**src/rtl/gpio_pad_arbiter.sv**
```systemverilog
// rtl/gpio_pad_arbiter.sv - round-robin MCU/fabric arbiter for one shared GPIO pad with debounced button
// GPIO_ARB_BTN_LOCK_EN: each debounced press toggles fab_lock, which locks the MCU out of the pad.
`timescale 1ns/1ps
module gpio_pad_arbiter #(
  parameter int MAX_GRANT       = 1024,
  parameter int TA_CYCLES       = 2,
  parameter int DEBOUNCE_CYCLES = 250000
) (
  input  logic clk25,
  input  logic fpga_rst_n,
  input  logic mcu_req,
  input  logic mcu_out,
  input  logic mcu_oe_n,
  input  logic fab_req,
  input  logic fab_out,
  input  logic pad_in,
  input  logic button_n,
  output logic pad_out,
  output logic pad_oe_n,
  output logic mcu_in,
  output logic mcu_gnt,
  output logic fab_gnt,
  output logic btn_press,
  output logic fab_lock
);

  localparam logic [15:0] GRANT_LAST = 16'(MAX_GRANT - 1);
  localparam int TA_W = (TA_CYCLES > 1) ? $clog2(TA_CYCLES) : 1;
  localparam logic [TA_W-1:0] TA_LAST = TA_W'(TA_CYCLES - 1);
  localparam int DB_W = $clog2(DEBOUNCE_CYCLES + 1);
  localparam logic [DB_W-1:0] DB_LAST = DB_W'(DEBOUNCE_CYCLES - 1);

  typedef enum logic [1:0] {IDLE, GNT_MCU, GNT_FAB, TA} state_t;

  state_t          state, state_nxt;
  logic            last_fab, last_fab_nxt;
  logic [15:0]     grant_cnt;
  logic [TA_W-1:0] ta_cnt;
  logic            mcu_req_eff;

  logic [1:0]      btn_sync;
  logic            btn_level;
  logic [DB_W-1:0] db_cnt;

  assign mcu_in      = pad_in;
  assign mcu_req_eff = mcu_req & ~fab_lock;

  always_comb begin
    state_nxt    = state;
    last_fab_nxt = last_fab;
    pad_out      = 1'b0;
    pad_oe_n     = 1'b1;
    mcu_gnt      = 1'b0;
    fab_gnt      = 1'b0;
    case (state)
      IDLE: begin
        // On a tie the requester that did not own the pad last time wins.
        if (mcu_req_eff && (!fab_req || last_fab)) begin
          state_nxt    = GNT_MCU;
          last_fab_nxt = 1'b0;
        end else if (fab_req) begin
          state_nxt    = GNT_FAB;
          last_fab_nxt = 1'b1;
        end
      end
      GNT_MCU: begin
        pad_out  = mcu_out;
        pad_oe_n = mcu_oe_n;
        mcu_gnt  = 1'b1;
        if (!mcu_req || fab_lock || (grant_cnt == GRANT_LAST && fab_req))
          state_nxt = TA;
      end
      GNT_FAB: begin
        pad_out  = fab_out;
        pad_oe_n = 1'b0;
        fab_gnt  = 1'b1;
        if (!fab_req || (grant_cnt == GRANT_LAST && mcu_req_eff))
          state_nxt = TA;
      end
      TA: begin
        if (ta_cnt == TA_LAST)
          state_nxt = IDLE;
      end
      default: state_nxt = IDLE;
    endcase
  end

  always_ff @(posedge clk25 or negedge fpga_rst_n) begin
    if (!fpga_rst_n) begin
      state     <= IDLE;
      last_fab  <= 1'b1;
      grant_cnt <= 16'd0;
      ta_cnt    <= '0;
    end else begin
      state    <= state_nxt;
      last_fab <= last_fab_nxt;
      if (state == IDLE)
        grant_cnt <= 16'd0;
      else if ((state == GNT_MCU || state == GNT_FAB) && grant_cnt != GRANT_LAST)
        grant_cnt <= grant_cnt + 16'd1;
      ta_cnt <= (state == TA) ? ta_cnt + TA_W'(1) : '0;
    end
  end

  // Debounce: the accepted level moves only after DEBOUNCE_CYCLES consecutive disagreeing samples.
  always_ff @(posedge clk25 or negedge fpga_rst_n) begin
    if (!fpga_rst_n) begin
      btn_sync  <= 2'b11;
      btn_level <= 1'b1;
      db_cnt    <= '0;
      btn_press <= 1'b0;
    end else begin
      btn_sync  <= {btn_sync[0], button_n};
      btn_press <= 1'b0;
      if (btn_sync[1] != btn_level) begin
        if (db_cnt == DB_LAST) begin
          btn_level <= btn_sync[1];
          db_cnt    <= '0;
          btn_press <= btn_level;
        end else begin
          db_cnt <= db_cnt + DB_W'(1);
        end
      end else begin
        db_cnt <= '0;
      end
    end
  end

`ifdef GPIO_ARB_BTN_LOCK_EN
  always_ff @(posedge clk25 or negedge fpga_rst_n) begin
    if (!fpga_rst_n)
      fab_lock <= 1'b0;
    else if (btn_press)
      fab_lock <= ~fab_lock;
  end
`else
  assign fab_lock = 1'b0;
`endif

endmodule
```
**config.mk**
```make
export PLATFORM = sky130hd
export DESIGN_NAME = gpio_pad_arbiter
export DESIGN_NICKNAME = d
export VERILOG_FILES = /design/src/rtl/gpio_pad_arbiter.sv
export SDC_FILE = /design/constraint.sdc
export NUM_CORES = 1
export LEC_CHECK = 0
export CAP_MARGIN = 5
export CELL_PAD_IN_SITES_DETAIL_PLACEMENT = 1
export CELL_PAD_IN_SITES_GLOBAL_PLACEMENT = 2
export CORE_MARGIN = 2
export CORE_UTILIZATION = 28
export DETAILED_ROUTE_END_ITERATION = 10
export PLACE_DENSITY = 0.6
export SYNTH_ARGS = -nofsm -noshare
export SYNTH_HDL_FRONTEND = slang
export SYNTH_SLANG_ARGS = --single-unit
```
**constraint.sdc**
```tcl
create_clock -name clk25 -period 2.6 [get_ports clk25]
set_clock_uncertainty 0.05 [all_clocks]
set_input_delay 0.78 -clock clk25 [delete_from_list [all_inputs] [get_ports clk25]]
set_output_delay 0.78 -clock clk25 [all_outputs]
set_load 0.01 [all_outputs]
```
==> impl_metrics.yaml <==
worst_setup_path:
  reg2reg_depth: 8
  cp-end-kind: "output port"
  worstSetupPathType: "input port to output port"
  crit_slowest_cell: "clkdlybuf4s50_1"
  cpPeakStageDelay_ns: 0.40
  cp_data_required_time_ns: 1.77
  worstPathMaxFanout: 1
  crit_chain: "clkdlybuf4s50_1 > a22oi_1 > nor2_1 > dlygate4sd2_1"
  cp.arrival_ns: 1.69
  start_kind: "input port"
route:
  top_layer_used: "met4"
  via_count: 1558
  dr.pass1.iters: 4
  avgViaCountPerCell: 4.693
  drc_errors: 0
  wl_um: 4517
  drt_iter0_drc: 60
  met3WireLength_um: 130
  ant_nets: 0
  met1_length_um: 2195
  wl_per_cell_um: 13.61
  route.met2.wl_um: 2125
sta:
  min_period_ns: 2.517
  whs_ns: 0.3089
  setup_ws_ns: 0.08328
  timing.setup.tns_ns: 0
  hold_viol: 0
  period_share_pct: 96.80
  slew_viol_final: 0
  worst_pin_slew_ns: 0.6170
  setup_viol: 0
  slew_headroom_pct: 58.55
  rsz0062_at_grt: "no"
  fmax_mhz: 397.3
clock_tree:
  tritoncts: "yes"
  htreeDepth: 2
  clkTransAtPathRegs_ns: 0.08
  cts_post_setup_buffers_inserted: 0
  clk_latency_ns: 0.29
  clkSinkCount: 42
  cts_buffers: 5
  cts_buffer_depth: 2
  cts-root-buf: "clkbuf_8"
floorplanning:
  die-area_um2: 8258
  initial_core_util_pct: 28.98
  rows: 31
  core_region_area_um2: 7292
  die_w_um: 90.88
  die_h_um: 90.88
  ios: 16
synthesis:
  syn_inst: 213
  avgSynthCellArea_um2: 9.921
  yosysSeqAreaShare_pct: 49.97
  yosysUniqueCellTypes: 36
  synth.net_count: 228
  ys_ff_latch: 42
  syn_area_um2: 2113
  synth_warnings: 0
pwr:
  irDropWorstVdd_mv: 0.5089
  power_density_nw_per_um2: 741.7
  leakagePower_nw: 1.061
worst_hold_path:
  min_path_cells: 0
  hp-class: "flip-flop to flip-flop"
layout:
  mostFrequentLayoutCells: "dfrtp_1 (38), nor2_1 (37), xor2_1 (19)"
  fin_cells: 332
  antennaDiodeCount: 0
  syn2layout_area_growth_pct: 16.70
  drive_gt1_share_pct: 9.442
  fillers: 862
  final_nets: 247
  final_common_cell: "dfrtp_1"
grt:
  grt_pass1_vias: 1677
  grt_max_degree: 43
  grt_pass1_wl_um: 8155
  grt_overflow: 0
  antenna_found_initial: 0
  track_usage_pct: 12.16
flow_run:
  maxCapViolCount: 0
outcome:
  status: "finished, final reports clean"
placed_design:
  dp_hpwl_um: 3244
  place_inst: 324
  pre_cts_slack_ns: -0.1740
  gp_congestion: 0.6825
  io_buffer_count: 12
worst max-delay path, delay by kind of cell:
family	cells	cell delay (ns)
AND/OR/NAND/NOR	1	0.05
AO/OA/AOI/OAI	1	0.18
buffers and inverters	2	0.68
state kept, by name, summed over array words and instances (netlist names):
register and flops:
btn_sync 2, btn_press 1, state 2, btn_level 1
db_cnt 18, last_fab 1, grant_cnt 16, ta_cnt 1
area by class of cell:
cell class	count	area, um2	area share, %
clock inverters	1	30.03	1.218
multi-input cells	158	999.7	40.54
flip-flops and latches	42	1056	42.82
well taps	99	123.9	5.023
repair buffers	17	150.1	6.088
inverters	8	30.03	1.218
clock buffers	7	76.32	3.095
synth_stat cells:
library cell / count / share of area [%]
dfrtp_1: 38 / 45
nor2_1: 37 / 6.6
xor2_1: 19 / 7.9
nand3_1: 18 / 4.3
nand2_1: 12 / 2.1
nand4_1: 9 / 2.7
xnor2_1: 9 / 3.7
inv_1: 8 / 1.4
ha_1: 6 / 3.6
o21ai_0: 6 / 1.4
a21oi_1: 5 / 1.2
nor3_1: 5 / 1.2
and3_1: 4 / 1.2
dfstp_2: 4 / 5.0
mux2_2: 3 / 1.6
nor4_1: 3 / 0.89
buf_4: 2 / 0.71
clkbuf_1: 2 / 0.36
nand3b_1: 2 / 0.71
nor2b_1: 2 / 0.59
nor3b_1: 2 / 0.71
o21bai_1: 2 / 0.71
or3_1: 2 / 0.59
a2111o_1: 1 / 0.53
a221oi_1: 1 / 0.41
a22oi_1: 1 / 0.36
a31oi_1: 1 / 0.30
and2_1: 1 / 0.30
and4_1: 1 / 0.41
and4bb_4: 1 / 0.77
buf_2: 1 / 0.24
conb_1: 1 / 0.18
mux2i_1: 1 / 0.47
nand4_2: 1 / 0.59
nor4_4: 1 / 1.0
nor4b_1: 1 / 0.41
metrics by stage:
stage          area [um2]  util, %  power, mW
2_1_floorplan        2113        -      1.120
4_1_cts              2466    33.82      1.881
6_report             2466    33.82      1.829
5_1_grt              2466    33.82      1.974
3_3_place_gp         2362    32.40      1.362
3_5_place_dp         2362    32.40      1.362
where the power goes:
group / leakage [nW] / switching [mW] / internal, mW / total (mW)
Combinational: 0.447 / 0.301 / 0.238 / 0.539
Sequential: 0.562 / 0.0569 / 0.724 / 0.781
Clock: 0.0524 / 0.222 / 0.287 / 0.509
Total: 1.06 / 0.580 / 1.25 / 1.83
layer usage:
metal / vias to the layer above / track usage (%)
met5: - / 0
met2: 17 / 19.78
met3: 6 / 2.838
met4: 0 / 3.788
met1: 765 / 16.07
li1: 770 / -
timing repair:
action / CTS / global route
endpoints found under the setup margin: 2 / 0
resized for setup: 2 / 0
hold buffers: 0 / 0
logic make-up (layout without fill, tap and decap cells):
group / count (synthesis) / after routing / synth area share (%)
compound gates: 17 / 17 / 4.914
xor+xnor: 28 / 28 / 11.60
fa+ha+maj: 6 / 6 / 3.552
buf+inv: 13 / 33 / 2.723
flops: 42 / 42 / 49.97
mux: 4 / 4 / 2.072
other cells: 1 / 1 / 0.1774
simple gates: 102 / 102 / 24.98
final timing paths:
check	endpoint	from	slack, ns
worst min-delay path	btn_sync[1]$_DFF_PN1_	btn_sync[0]$_DFF_PN1_	0.31
worst max register to register	grant_cnt[15]$_DFFE_PN0P_	state[0]$_DFFE_PN0P_	0.33
min in group asynchronous	db_cnt[14]$_DFF_PN0_	fpga_rst_n	0.51
worst min register to register	btn_sync[1]$_DFF_PN1_	btn_sync[0]$_DFF_PN1_	0.31
max in group asynchronous	btn_sync[1]$_DFF_PN1_	fpga_rst_n	1.61
worst max-delay path	pad_out	fab_out	0.08
(Power assumes the default switching activity.)
